File: src/rtl/qpu_exu_dual_oitf_if.sv
// Dispatch/retire bus for the dual OITF: CF alloc/retire, MF alloc/retire, hazard query.
// master = EXU side driving requests, slave = the tracker.
interface qpu_exu_dual_oitf_if #(
  parameter int CF_DEPTH  = 4,
  parameter int MF_DEPTH  = 4,
  parameter int RFIDX_W   = 5,
  parameter int QUBIT_NUM = 8
);
  localparam int CF_CNT_W = $clog2(CF_DEPTH + 1);
  localparam int MF_CNT_W = $clog2(MF_DEPTH + 1);

  logic                 flush;

  logic                 cf_alc_ena;
  logic                 cf_alc_rdwen;
  logic [RFIDX_W-1:0]   cf_alc_rdidx;
  logic                 cf_ready;
  logic                 cf_ret_ena;
  logic                 cf_ret_rdwen;
  logic [RFIDX_W-1:0]   cf_ret_rdidx;
  logic                 cf_empty;
  logic [CF_CNT_W-1:0]  cf_count;

  logic                 mf_alc_ena;
  logic [QUBIT_NUM-1:0] mf_alc_ql;
  logic                 mf_ready;
  logic                 mf_ret_ena;
  logic [QUBIT_NUM-1:0] mf_ret_ql;
  logic                 mf_empty;
  logic [MF_CNT_W-1:0]  mf_count;

  logic                 disp_rs1en;
  logic                 disp_rs2en;
  logic                 disp_rdwen;
  logic [RFIDX_W-1:0]   disp_rs1idx;
  logic [RFIDX_W-1:0]   disp_rs2idx;
  logic [RFIDX_W-1:0]   disp_rdidx;
  logic                 disp_qfren;
  logic [QUBIT_NUM-1:0] disp_ql;

  logic                 match_rs1;
  logic                 match_rs2;
  logic                 match_rd;
  logic                 match_ql;

  modport master (
    output flush,
    output cf_alc_ena, cf_alc_rdwen, cf_alc_rdidx, cf_ret_ena,
    input  cf_ready, cf_ret_rdwen, cf_ret_rdidx, cf_empty, cf_count,
    output mf_alc_ena, mf_alc_ql, mf_ret_ena,
    input  mf_ready, mf_ret_ql, mf_empty, mf_count,
    output disp_rs1en, disp_rs2en, disp_rdwen, disp_rs1idx, disp_rs2idx, disp_rdidx,
    output disp_qfren, disp_ql,
    input  match_rs1, match_rs2, match_rd, match_ql
  );

  modport slave (
    input  flush,
    input  cf_alc_ena, cf_alc_rdwen, cf_alc_rdidx, cf_ret_ena,
    output cf_ready, cf_ret_rdwen, cf_ret_rdidx, cf_empty, cf_count,
    input  mf_alc_ena, mf_alc_ql, mf_ret_ena,
    output mf_ready, mf_ret_ql, mf_empty, mf_count,
    input  disp_rs1en, disp_rs2en, disp_rdwen, disp_rs1idx, disp_rs2idx, disp_rdidx,
    input  disp_qfren, disp_ql,
    output match_rs1, match_rs2, match_rd, match_ql
  );
endinterface

File: src/rtl/qpu_exu_dual_oitf.sv
// Dual outstanding-instruction tracker (CF: rd writes, MF: measured qubits); alloc visible next cycle,
// retire/match combinational. Alloc backpressured by registered full (no retire bypass); flush clears both.
module qpu_exu_dual_oitf #(
  parameter int CF_DEPTH  = 4,
  parameter int MF_DEPTH  = 4,
  parameter int RFIDX_W   = 5,
  parameter int QUBIT_NUM = 8
) (
  input logic                  clk,
  input logic                  rst_n,
  qpu_exu_dual_oitf_if.slave   bus
);
  localparam int CF_PTR_W = $clog2(CF_DEPTH);
  localparam int MF_PTR_W = $clog2(MF_DEPTH);
  localparam int CF_CNT_W = $clog2(CF_DEPTH + 1);
  localparam int MF_CNT_W = $clog2(MF_DEPTH + 1);

  // ---------------- classical FIFO ----------------
  logic [CF_DEPTH-1:0] cf_vld;
  logic [CF_DEPTH-1:0] cf_vld_nxt;
  logic [CF_DEPTH-1:0] cf_rdwen;
  logic [RFIDX_W-1:0]  cf_rdidx [CF_DEPTH];
  logic [CF_PTR_W-1:0] cf_wr_ptr;
  logic [CF_PTR_W-1:0] cf_rd_ptr;
  logic [CF_CNT_W-1:0] cf_cnt;
  logic                cf_full;
  logic                cf_emp;
  logic                cf_alc_acc;
  logic                cf_ret_acc;

  assign cf_full    = (cf_cnt == CF_CNT_W'(CF_DEPTH));
  assign cf_emp     = (cf_cnt == '0);
  assign cf_alc_acc = bus.cf_alc_ena && !cf_full;
  assign cf_ret_acc = bus.cf_ret_ena && !cf_emp;

  always_comb begin
    cf_vld_nxt = cf_vld;
    if (cf_alc_acc) cf_vld_nxt[cf_wr_ptr] = 1'b1;
    if (cf_ret_acc) cf_vld_nxt[cf_rd_ptr] = 1'b0;
  end

  always_ff @(posedge clk or negedge rst_n) begin
    if (!rst_n) begin
      cf_vld    <= '0;
      cf_rdwen  <= '0;
      for (int i = 0; i < CF_DEPTH; i++) cf_rdidx[i] <= '0;
      cf_wr_ptr <= '0;
      cf_rd_ptr <= '0;
      cf_cnt    <= '0;
    end else if (bus.flush) begin
      cf_vld    <= '0;
      cf_wr_ptr <= '0;
      cf_rd_ptr <= '0;
      cf_cnt    <= '0;
    end else begin
      cf_vld <= cf_vld_nxt;
      if (cf_alc_acc) begin
        cf_rdwen[cf_wr_ptr] <= bus.cf_alc_rdwen;
        cf_rdidx[cf_wr_ptr] <= bus.cf_alc_rdidx;
        cf_wr_ptr <= (cf_wr_ptr == CF_PTR_W'(CF_DEPTH - 1)) ? '0 : cf_wr_ptr + CF_PTR_W'(1);
      end
      if (cf_ret_acc)
        cf_rd_ptr <= (cf_rd_ptr == CF_PTR_W'(CF_DEPTH - 1)) ? '0 : cf_rd_ptr + CF_PTR_W'(1);
      case ({cf_alc_acc, cf_ret_acc})
        2'b10:   cf_cnt <= cf_cnt + CF_CNT_W'(1);
        2'b01:   cf_cnt <= cf_cnt - CF_CNT_W'(1);
        default: cf_cnt <= cf_cnt;
      endcase
    end
  end

  // ---------------- measurement FIFO ----------------
  logic [MF_DEPTH-1:0]  mf_vld;
  logic [MF_DEPTH-1:0]  mf_vld_nxt;
  logic [QUBIT_NUM-1:0] mf_ql [MF_DEPTH];
  logic [MF_PTR_W-1:0]  mf_wr_ptr;
  logic [MF_PTR_W-1:0]  mf_rd_ptr;
  logic [MF_CNT_W-1:0]  mf_cnt;
  logic                 mf_full;
  logic                 mf_emp;
  logic                 mf_alc_acc;
  logic                 mf_ret_acc;

  assign mf_full    = (mf_cnt == MF_CNT_W'(MF_DEPTH));
  assign mf_emp     = (mf_cnt == '0);
  assign mf_alc_acc = bus.mf_alc_ena && !mf_full;
  assign mf_ret_acc = bus.mf_ret_ena && !mf_emp;

  always_comb begin
    mf_vld_nxt = mf_vld;
    if (mf_alc_acc) mf_vld_nxt[mf_wr_ptr] = 1'b1;
    if (mf_ret_acc) mf_vld_nxt[mf_rd_ptr] = 1'b0;
  end

  always_ff @(posedge clk or negedge rst_n) begin
    if (!rst_n) begin
      mf_vld    <= '0;
      for (int i = 0; i < MF_DEPTH; i++) mf_ql[i] <= '0;
      mf_wr_ptr <= '0;
      mf_rd_ptr <= '0;
      mf_cnt    <= '0;
    end else if (bus.flush) begin
      mf_vld    <= '0;
      mf_wr_ptr <= '0;
      mf_rd_ptr <= '0;
      mf_cnt    <= '0;
    end else begin
      mf_vld <= mf_vld_nxt;
      if (mf_alc_acc) begin
        mf_ql[mf_wr_ptr] <= bus.mf_alc_ql;
        mf_wr_ptr <= (mf_wr_ptr == MF_PTR_W'(MF_DEPTH - 1)) ? '0 : mf_wr_ptr + MF_PTR_W'(1);
      end
      if (mf_ret_acc)
        mf_rd_ptr <= (mf_rd_ptr == MF_PTR_W'(MF_DEPTH - 1)) ? '0 : mf_rd_ptr + MF_PTR_W'(1);
      case ({mf_alc_acc, mf_ret_acc})
        2'b10:   mf_cnt <= mf_cnt + MF_CNT_W'(1);
        2'b01:   mf_cnt <= mf_cnt - MF_CNT_W'(1);
        default: mf_cnt <= mf_cnt;
      endcase
    end
  end

  // ---------------- hazard match (registered valid only) ----------------
  logic hit_rs1, hit_rs2, hit_rd, hit_ql;

  always_comb begin
    hit_rs1 = 1'b0;
    hit_rs2 = 1'b0;
    hit_rd  = 1'b0;
    for (int i = 0; i < CF_DEPTH; i++) begin
      // x0 is never a real destination, so it can never create a hazard
      if (cf_vld[i] && cf_rdwen[i] && (cf_rdidx[i] != '0)) begin
        if (cf_rdidx[i] == bus.disp_rs1idx) hit_rs1 = 1'b1;
        if (cf_rdidx[i] == bus.disp_rs2idx) hit_rs2 = 1'b1;
        if (cf_rdidx[i] == bus.disp_rdidx)  hit_rd  = 1'b1;
      end
    end
  end

  always_comb begin
    hit_ql = 1'b0;
    for (int i = 0; i < MF_DEPTH; i++)
      if (mf_vld[i] && (|(mf_ql[i] & bus.disp_ql))) hit_ql = 1'b1;
  end

  assign bus.match_rs1 = bus.disp_rs1en && hit_rs1;
  assign bus.match_rs2 = bus.disp_rs2en && hit_rs2;
  assign bus.match_rd  = bus.disp_rdwen && hit_rd;
  assign bus.match_ql  = bus.disp_qfren && hit_ql;

  // ---------------- status / head outputs ----------------
  assign bus.cf_ready     = !cf_full;
  assign bus.cf_empty     = cf_emp;
  assign bus.cf_count     = cf_cnt;
  assign bus.cf_ret_rdwen = cf_emp ? 1'b0 : cf_rdwen[cf_rd_ptr];
  assign bus.cf_ret_rdidx = cf_emp ? '0   : cf_rdidx[cf_rd_ptr];

  assign bus.mf_ready     = !mf_full;
  assign bus.mf_empty     = mf_emp;
  assign bus.mf_count     = mf_cnt;
  assign bus.mf_ret_ql    = mf_emp ? '0   : mf_ql[mf_rd_ptr];
endmodule
File: src/flat_wrapper.sv
// flat-port wrapper written by rule: the top's interface ports become plain ports
module qpu_exu_dual_oitf_flat 
#(
  parameter int CF_DEPTH  = 4,
  parameter int MF_DEPTH  = 4,
  parameter int RFIDX_W   = 5,
  parameter int QUBIT_NUM = 8
)
  (clk, rst_n, bus_flush, bus_cf_alc_ena, bus_cf_alc_rdwen, bus_cf_alc_rdidx, bus_cf_ret_ena, bus_cf_ready, bus_cf_ret_rdwen, bus_cf_ret_rdidx, bus_cf_empty, bus_cf_count, bus_mf_alc_ena, bus_mf_alc_ql, bus_mf_ret_ena, bus_mf_ready, bus_mf_ret_ql, bus_mf_empty, bus_mf_count, bus_disp_rs1en, bus_disp_rs2en, bus_disp_rdwen, bus_disp_rs1idx, bus_disp_rs2idx, bus_disp_rdidx, bus_disp_qfren, bus_disp_ql, bus_match_rs1, bus_match_rs2, bus_match_rd, bus_match_ql);
  qpu_exu_dual_oitf_if #(.CF_DEPTH(CF_DEPTH), .MF_DEPTH(MF_DEPTH), .RFIDX_W(RFIDX_W), .QUBIT_NUM(QUBIT_NUM)) bus_i ();
  input logic clk;
  input logic rst_n;
  input wire logic [$bits(bus_i.flush)-1:0] bus_flush;
  input wire logic [$bits(bus_i.cf_alc_ena)-1:0] bus_cf_alc_ena;
  input wire logic [$bits(bus_i.cf_alc_rdwen)-1:0] bus_cf_alc_rdwen;
  input wire logic [$bits(bus_i.cf_alc_rdidx)-1:0] bus_cf_alc_rdidx;
  input wire logic [$bits(bus_i.cf_ret_ena)-1:0] bus_cf_ret_ena;
  output wire logic [$bits(bus_i.cf_ready)-1:0] bus_cf_ready;
  output wire logic [$bits(bus_i.cf_ret_rdwen)-1:0] bus_cf_ret_rdwen;
  output wire logic [$bits(bus_i.cf_ret_rdidx)-1:0] bus_cf_ret_rdidx;
  output wire logic [$bits(bus_i.cf_empty)-1:0] bus_cf_empty;
  output wire logic [$bits(bus_i.cf_count)-1:0] bus_cf_count;
  input wire logic [$bits(bus_i.mf_alc_ena)-1:0] bus_mf_alc_ena;
  input wire logic [$bits(bus_i.mf_alc_ql)-1:0] bus_mf_alc_ql;
  input wire logic [$bits(bus_i.mf_ret_ena)-1:0] bus_mf_ret_ena;
  output wire logic [$bits(bus_i.mf_ready)-1:0] bus_mf_ready;
  output wire logic [$bits(bus_i.mf_ret_ql)-1:0] bus_mf_ret_ql;
  output wire logic [$bits(bus_i.mf_empty)-1:0] bus_mf_empty;
  output wire logic [$bits(bus_i.mf_count)-1:0] bus_mf_count;
  input wire logic [$bits(bus_i.disp_rs1en)-1:0] bus_disp_rs1en;
  input wire logic [$bits(bus_i.disp_rs2en)-1:0] bus_disp_rs2en;
  input wire logic [$bits(bus_i.disp_rdwen)-1:0] bus_disp_rdwen;
  input wire logic [$bits(bus_i.disp_rs1idx)-1:0] bus_disp_rs1idx;
  input wire logic [$bits(bus_i.disp_rs2idx)-1:0] bus_disp_rs2idx;
  input wire logic [$bits(bus_i.disp_rdidx)-1:0] bus_disp_rdidx;
  input wire logic [$bits(bus_i.disp_qfren)-1:0] bus_disp_qfren;
  input wire logic [$bits(bus_i.disp_ql)-1:0] bus_disp_ql;
  output wire logic [$bits(bus_i.match_rs1)-1:0] bus_match_rs1;
  output wire logic [$bits(bus_i.match_rs2)-1:0] bus_match_rs2;
  output wire logic [$bits(bus_i.match_rd)-1:0] bus_match_rd;
  output wire logic [$bits(bus_i.match_ql)-1:0] bus_match_ql;
  assign bus_i.flush = bus_flush;
  assign bus_i.cf_alc_ena = bus_cf_alc_ena;
  assign bus_i.cf_alc_rdwen = bus_cf_alc_rdwen;
  assign bus_i.cf_alc_rdidx = bus_cf_alc_rdidx;
  assign bus_i.cf_ret_ena = bus_cf_ret_ena;
  assign bus_cf_ready = bus_i.cf_ready;
  assign bus_cf_ret_rdwen = bus_i.cf_ret_rdwen;
  assign bus_cf_ret_rdidx = bus_i.cf_ret_rdidx;
  assign bus_cf_empty = bus_i.cf_empty;
  assign bus_cf_count = bus_i.cf_count;
  assign bus_i.mf_alc_ena = bus_mf_alc_ena;
  assign bus_i.mf_alc_ql = bus_mf_alc_ql;
  assign bus_i.mf_ret_ena = bus_mf_ret_ena;
  assign bus_mf_ready = bus_i.mf_ready;
  assign bus_mf_ret_ql = bus_i.mf_ret_ql;
  assign bus_mf_empty = bus_i.mf_empty;
  assign bus_mf_count = bus_i.mf_count;
  assign bus_i.disp_rs1en = bus_disp_rs1en;
  assign bus_i.disp_rs2en = bus_disp_rs2en;
  assign bus_i.disp_rdwen = bus_disp_rdwen;
  assign bus_i.disp_rs1idx = bus_disp_rs1idx;
  assign bus_i.disp_rs2idx = bus_disp_rs2idx;
  assign bus_i.disp_rdidx = bus_disp_rdidx;
  assign bus_i.disp_qfren = bus_disp_qfren;
  assign bus_i.disp_ql = bus_disp_ql;
  assign bus_match_rs1 = bus_i.match_rs1;
  assign bus_match_rs2 = bus_i.match_rs2;
  assign bus_match_rd = bus_i.match_rd;
  assign bus_match_ql = bus_i.match_ql;
  qpu_exu_dual_oitf #(.CF_DEPTH(CF_DEPTH), .MF_DEPTH(MF_DEPTH), .RFIDX_W(RFIDX_W), .QUBIT_NUM(QUBIT_NUM)) u_core (.clk(clk), .rst_n(rst_n), .bus(bus_i));
endmodule
File: config.mk
export PLATFORM = sky130hd
export DESIGN_NAME = qpu_exu_dual_oitf_flat
export DESIGN_NICKNAME = d
export VERILOG_FILES = /design/src/rtl/qpu_exu_dual_oitf_if.sv /design/src/rtl/qpu_exu_dual_oitf.sv /design/src/flat_wrapper.sv
export SDC_FILE = /design/constraint.sdc
export NUM_CORES = 1
export LEC_CHECK = 0
export CORE_MARGIN = 5
export CORE_UTILIZATION = 26
export CTS_BUF_LIST = sky130_fd_sc_hd__clkbuf_8
export CTS_CLUSTER_SIZE = 14
export DETAILED_ROUTE_END_ITERATION = 16
export REMOVE_ABC_BUFFERS = 1
export SYNTH_ARGS = -nofsm -noshare
export SYNTH_HDL_FRONTEND = slang
export SYNTH_SLANG_ARGS = --single-unit
File: constraint.sdc
create_clock -name clk -period 2.17 [get_ports clk]
set_clock_uncertainty 0.1 [all_clocks]
set_input_delay 0.217 -clock clk [delete_from_list [all_inputs] [get_ports clk]]
set_output_delay 0.217 -clock clk [all_outputs]
set_load 0.02 [all_outputs]
==> results of run 1 <==
==> Yosys cell counts, types with 6 or more instances <==
master	number	area, um^2
dfrtp_1	78	1950
mux2_2	48	541
xor2_1	32	280
xnor2_1	31	272
clkbuf_1	24	90.1
a22oi_1	18	135
ha_1	16	200
nor2b_1	16	100
mux4_2	13	293
nor2_1	13	48.8
nor4_1	12	75.1
a21oi_1	10	50.1
inv_1	10	37.5
mux2_1	10	113
a211oi_1	8	60.1
nand2_1	8	30.0
nand3_1	8	40.0
nor3_1	8	40.0
mux2i_1	7	70.1
buf_2	6	30.0
==> placed cells by master, fill, tap and decap left out, types with 3 or more instances in the layout <==
cell type,n
nand4_1,5
clkdlybuf4s15_2,3
mux2i_1,7
mux2_2,48
nand2_1,8
xnor2_1,31
inv_1,11
o211ai_4,3
a21oi_1,10
or4_4,3
nor2b_1,16
a211oi_1,8
ha_1,16
mux4_2,13
clkbuf_2,8
nor3_1,6
nor3_2,3
buf_4,52
clkbuf_8,9
buf_6,4
clkdlybuf4s50_1,54
nor2_1,13
nor4_1,12
xor2_1,32
dfrtp_1,72
a22oi_1,17
dfrtp_2,6
buf_2,3
nand4b_1,4
mux2_1,10
nand3_1,8
==> layer usage <==
metal / wire, um / up-vias / track usage
met2: 6710 / 106 / 0.209
met5: 20 / - / 0
met1: 6100 / 1860 / 0.165
met4: 179 / 2 / 0.0377
li1: - / 1712 / -
met3: 730 / 17 / 0.0293
==> registers in the layout, summed over array words and instances (netlist names) <==
| name | flops |
|---|---|
| u_core.mf_ql | 32 |
| u_core.cf_rdidx | 20 |
| u_core.cf_rdwen | 4 |
| u_core.cf_vld | 4 |
| u_core.mf_vld | 4 |
| u_core.bus.cf_count | 3 |
| u_core.bus.mf_count | 3 |
| u_core.cf_rd_ptr | 2 |
| u_core.cf_wr_ptr | 2 |
| u_core.mf_rd_ptr | 2 |
| u_core.mf_wr_ptr | 2 |
==> stage by stage <==
stage | worst slack [ns] | total power, mW | cells | hold slack, ns
after floorplan | -0.0487 | 5.02 | 385 | -0.179
after global placement | -0.372 | 6.85 | 740 | 0.106
after detailed placement | -0.367 | 6.96 | 740 | 0.112
after CTS | -0.338 | 8.14 | 760 | 0.263
after global routing | -0.393 | 8.72 | 765 | 0.290
final | -0.335 | 8.17 | 765 | 0.258
==> power groups by stage <==
stage	Clock, mW	Sequential [mW]	Combinational [mW]
2_1_floorplan	0	2.70	2.32
3_3_place_gp	0	2.61	4.24
3_5_place_dp	0	2.64	4.32
4_1_cts	1.22	2.64	4.28
5_1_grt	1.28	2.74	4.70
6_report	1.18	2.67	4.33
==> layout make-up <==
type | count | area (um^2) | area share
inverter | 12 | 45.0 | 0.00701
tap | 234 | 293 | 0.0456
sequential | 78 | 1960 | 0.305
clock inverter | 7 | 90.1 | 0.0140
clock buffer | 9 | 124 | 0.0193
multi-input combinational | 295 | 2780 | 0.433
timing repair buffer | 130 | 1130 | 0.176
==> kinds of logic (layout without fill, tap and decap cells) <==
family                   Yosys count  after routing  synth area share
XOR/XNOR                          63             63             0.113
AO/OA/AOI/OAI                     51             51            0.0791
flip-flops                        78             78             0.400
buffers and inverters             46            158            0.0416
AND/OR/NAND/NOR                   84             84             0.103
adder cells (fa/ha/maj)           18             18            0.0493
multiplexers                      79             79             0.214
==> what timing repair did <==
action / 4_1_cts / 5_1_grt
cloned: 0 / 1
setup endpoints to repair: 20 / 21
setup buffers: 4 / 4
endpoints found under the hold margin: 34 / 0
hold buffers: 1 / 0
gates resized for setup: 56 / 29
pin swaps: 3 / 2
==> path summary, 6_finish.rpt <==
kind                                        startpoint                     end  cells after the start
max in group asynchronous                        rst_n        u_core.mf_ql[26]                      3
min in group clk                      u_core.mf_ql[10]        u_core.mf_ql[10]                      1
worst min-delay path                             rst_n        u_core.mf_ql[12]                      2
worst max-delay path               u_core.cf_rdidx[11]           bus_match_rs2                      5
worst max register to register  u_core.bus.mf_count[1]  u_core.bus.mf_count[2]                      5
worst min register to register        u_core.mf_ql[10]        u_core.mf_ql[10]                      1
==> key figures, run 1 <==
Synth
  – Distinct cell type count of the synthesized netlist: 40
  – Yosys warns: 0
  – Synth async-reset ratio: 1.00
  – Seq cells post-synth: 78
  – Sequential area share after synthesis: 0.400
  – Main synth FF type: dfrtp_1
  – Synthesized cell area: between 0.004 and 0.005 mm^2
  – Synthesized instance count: 419
  – Number of synthesized flops with an enable pin: 0
  – Syn_area_per_cell: 11.6 um^2

Flow run
  – Max_cap viols: 0

Power
  – Switching portion of total power: 0.392
  – Clk network pwr share: 0.144
  – Power Dens Cells: 1270 mW/mm^2
  – Switching power total: 3.20 mW
  – Part of the total power dissipated in sequential elements: 0.326
  – Worst ir drop on vdd: 0.581 mV
  – Internal power component: 4.97 mW
  – Leakage component of the power: ~2.7 nW
  – Part of the power in combinational logic: 0.529

Setup path
  – Max stage delay cell, worst path: or4_4
  – Count of buffer and inverter cells on the critical path: 1
  – Largest stage delay on the critical path: between 0.5 and 0.6 ns
  – Series of cell instances along the critical path: or4_4 > o211ai_4 > nor4_1 > o41a_1 > buf_2
  – Slack of the worst reg-to-reg path: 0.10 ns
  – Setup Crit Path Kind: flop to primary output
  – Critical path data arrival time: 2.19 ns
  – Family of cells with the greatest summed delay on the critical path: compound AO/OA/AOI/OAI gates
  – Peak fanout along the critical path: 3
  – Kind of start point of the critical path: flop
  – Critical path data required time: roughly 1.9 ns
  – Critical path endpoint category: primary output

Drt
  – Total Wirelength: 13700 um
  – Via-per-instance ratio: 4.83
  – # DRC: 0
  – Detailed router's first-iteration violation count: 176
  – Router iterations before antenna repair: 4
  – Total number of vias: 3697
  – Number of nets with antenna violations after detailed routing: 0
  – Average wire per cell in the routed design: 18.0 um

Clock tree
  – H-tree depth reported by CTS: 3
  – Number of buffers between clock root and the deepest sink: 2
  – Clock slew seen by the registers of the worst setup and hold paths: ~0.080 ns
  – Clock buffer count from CTS: 9
  – Clock tree sinks: 78
  – CTS tree: done
  – Worst skew pair latency: around 0.34 ns
  – Root Buffer: clkbuf_8

Cells and area
  – Net count, final: 592
  – Design area: about 0.0064 mm^2
  – Share of final-layout standard cells stronger than drive strength 1: 0.320
  – Final Util: 0.346
  – Layout fillers: 1800
  – Layout overhead on the synthesized area: 31.9%
  – Antenna Cells: 0

Hold path
  – Class of the most critical hold timing path: input pin to async pin

Die
  – Die ar.: ~0.022 mm^2
  – DIE WIDTH: 147 um
  – Core region area: 0.0186 mm^2
  – Starting Density: 0.262
  – Vert. Die Dim: 147 um
  – I/O pin count: 76
  – Number of standard-cell rows in the floorplan: 50

Timing
  – Max Clock Freq: 399 MHz
  – Tightest Pin Transition: 0.491 ns
  – Portion of the clock cycle consumed by the worst path in the final layout: 1.15
  – Setup repair after global routing missed its margin: yes
  – Final period demand of the worst path: 2.51 ns
  – Minimum setup slack in the final design: -0.335 ns
  – Number of failing hold endpoints at the final stage: 0
  – Total negative slack for setup checks: -0.912 ns
  – Max_slew headroom: 0.673
  – Total of endpoints with negative setup slack in the final report: 3
  – Pins over their slew limit: 0

Status
  – Violations in the final reports: negative setup slack
  – Result of the run: finished with violations

Place
  – Post-DP HPWL: roughly 11000 um
  – Count of buffers inserted at the top-level ports: between 70 and 80
  – Weighted congestion at the end of routability-driven global placement: 0.874
  – Cell area after placement: 0.00612 mm^2

Global route
  – Global router's overall resource usage: 0.126
  – Remaining global-route overflow: 0
  – Largest net degree at the start of global routing: 38
  – Wire length of the first global-routing pass: between 20000 and 25000 um
  – Vias in the first global route: 3934
  – Number of antenna violations at the first check in global routing: 1
(Power assumes the default switching activity.)
==> inputs of run 2 (changes only) <==
PLACE_DENSITY = 0.5   (was default)
==> key figures, run 2 (same netlist as run 1, synthesis figures left out) <==
Status
  – Result of the run: finished with violations
  – Violations in the final reports: negative setup slack

Timing
  – Pins over their slew limit: 0 (unchanged)
  – Tightest Pin Transition: 0.521 ns (+0.0303 ns)
  – Max Clock Freq: 401 MHz (+0.45%)
  – Number of failing hold endpoints at the final stage: 0 (unchanged)
  – Total negative slack for setup checks: -0.841 ns (+0.0709 ns)
  – Max_slew headroom: 0.651 (-0.0215)
  – Setup repair after global routing missed its margin: yes
  – Total of endpoints with negative setup slack in the final report: 3 (unchanged)
  – Minimum setup slack in the final design: -0.324 ns (+0.0113 ns)
  – Portion of the clock cycle consumed by the worst path in the final layout: 1.15 (-0.00521)
  – Final period demand of the worst path: 2.49 ns (-0.0113 ns)
  – Hold WS: 0.226 ns (-0.0325 ns)

Setup path
  – Critical path data required time: 1.85 ns (about the same)
  – Setup Crit Path Kind: flop to primary output
  – Critical R2R Capture: u_core.bus.mf_count[2]
  – Kind of start point of the critical path: flop
  – Critical path endpoint category: primary output
  – Peak fanout along the critical path: 3 (unchanged)
  – Launch instance of the worst register-to-register path: u_core.bus.mf_count[1]
  – Slack of the worst reg-to-reg path: 0.09 ns (about the same)
  – Worst R2R Path Depth: 5 (unchanged)
  – Critical path data arrival time: 2.18 ns (about the same)

Clock tree
  – Clock tree sinks: 78 (unchanged)
  – H-tree depth reported by CTS: 3 (unchanged)
  – Root Buffer: clkbuf_8
  – CTS tree: done
  – Worst skew pair latency: 0.35 ns (about the same)
  – Number of buffers between clock root and the deepest sink: 2 (unchanged)
  – Clock buffer count from CTS: 9 (unchanged)
  – Clock slew seen by the registers of the worst setup and hold paths: 0.09 ns (about the same)

Drt
  – Detailed router's first-iteration violation count: 154 (-13%)
  – Number of nets with antenna violations after detailed routing: 0 (unchanged)
  – Via-per-instance ratio: 4.80 (-0.64%)
  – Total Wirelength: 13800 um (+0.66%)
  – Average wire per cell in the routed design: 17.9 um (-0.12%)
  – Total number of vias: 3702 (+0.14%)
  – # DRC: 0 (unchanged)
  – Router iterations before antenna repair: 4 (unchanged)

Place
  – Placement Setup Slack: -0.385 ns (-0.0181 ns)
  – Post-DP HPWL: 10600 um (+0.33%)
  – Weighted congestion at the end of routability-driven global placement: 0.855 (-2.2%)
  – Count of buffers inserted at the top-level ports: 75 (unchanged)

Cells and area
  – Most frequent standard cell in the layout excluding fill and tap cells: dfrtp_1
  – Net count, final: 598 (+1.0%)
  – Multi-input gate area: 0.00280 mm^2 (+0.49%)
  – Top reg by flops: u_core.mf_ql
  – Flip-flop count of the largest register after layout: 32 (unchanged)
  – Antenna Cells: 0 (unchanged)
  – Share of final-layout standard cells stronger than drive strength 1: 0.339 (+0.0188)
  – Layout fillers: 1835 (+1.9%)
  – Layout overhead on the synthesized area: 34.6%
  – Biggest regs: u_core.mf_ql (32), u_core.cf_rdidx (20)
  – Leading cell types in the layout, fill and taps excluded: dfrtp_1, clkdlybuf4s50_1, buf_4
  – Combined flip-flop and latch cell area: 0.00196 mm^2 (about the same)

Global route
  – Global router's overall resource usage: 0.129 (+0.00288)
  – Number of antenna violations at the first check in global routing: 0 (-1)
  – Wire length of the first global-routing pass: 22200 um (+1.4%)
  – Largest net degree at the start of global routing: 36 (-5.3%)
  – Vias in the first global route: 3977 (+1.1%)
  – Remaining global-route overflow: 0 (unchanged)

Power
  – Leakage component of the power: 2.74 nW (+2.5%)
  – Worst ir drop on vdd: 0.500 mV (-14%)
  – Power Dens Cells: 1290 mW/mm^2 (+1.1%)
  – Overall power after layout: 8.44 mW (+3.2%)

Die
  – Vert. Die Dim: 147 um (unchanged)
  – Die ar.: 0.0216 mm^2 (unchanged)
  – I/O pin count: 76 (unchanged)
  – Core region area: 0.0186 mm^2 (unchanged)
  – DIE WIDTH: 147 um (unchanged)
  – Number of standard-cell rows in the floorplan: 50 (unchanged)
  – Starting Density: 0.262 (unchanged)

Hold path
  – Class of the most critical hold timing path: input pin to async pin

Flow run
  – Max_cap viols: 0 (unchanged)
run 2: cell count changes in the layout (fill, tap and decap cells not counted), moves of 3 or more:
cell      before  now
buf_12         1    4
buf_2          3    9
buf_6          4    7
clkbuf_2       8    2
run 2: per-stage QoR:
stage	area, um^2	std cells	utilization
2_1_floorplan	4720	385	-
3_3_place_gp	6160	742	0.331
3_5_place_dp	6160	742	0.331
4_1_cts	6500	769	0.350
5_1_grt	6560	771	0.353
6_report	6560	771	0.353
run 2: area by class of cell:
cell class              instances  share of cell area
well taps                     234              0.0446
flip-flops and latches         78               0.298
repair buffers                136               0.188
inverters                      12             0.00687
clock inverters                 5              0.0124
clock buffers                  11              0.0231
multi-input cells             295               0.426
run 2: timing repair:
| action | 4_1_cts | 5_1_grt |
|---|---|---|
| pin swaps | 2 | 3 |
| gates resized for setup | 68 | 34 |
| cloned | 0 | 1 |
| endpoints found under the setup margin | 20 | 19 |
| hold endpoints to repair | 24 | 0 |
| hold buffers | 1 | 0 |
| setup buffers | 10 | 1 |
run 2: layer usage:
| metal | routed length, um | track usage | vias up |
|---|---|---|---|
| li1 | - | - | 1742 |
| met1 | 6390 | 0.173 | 1835 |
| met2 | 6580 | 0.210 | 101 |
| met3 | 560 | 0.0234 | 24 |
| met4 | 298 | 0.0461 | 0 |
| met5 | 0 | 0 | - |
run 2: critical path, cell delays in order, from the launching register on:
cell	delay (ns)
dfrtp_1	0.38
or4_4	0.55
o211ai_4	0.25
nor4_1	0.09
o41a_1	0.42
buf_6	0.15
run 2: how the worst max path moves through the flow:
stage,end,slack [ns],start,cells past startpoint
after floorplan,u_core.bus.cf_count[2],-0.05,u_core.bus.cf_count[0],5
after global placement,bus_match_rs2,-0.37,u_core.cf_rdidx[7],5
after detailed placement,bus_match_rs2,-0.38,u_core.cf_rdidx[7],5
after CTS,bus_match_rs2,-0.37,u_core.cf_rdidx[7],5
after global routing,bus_match_rs2,-0.41,u_core.cf_rdidx[16],6
final,bus_match_rs2,-0.32,u_core.cf_rdidx[2],5
run 2: power breakdown:
part	internal [mW]	switching [mW]
sequential	2.04	0.582
clock	0.711	0.540
combinational	2.45	2.11
total	5.20	3.24
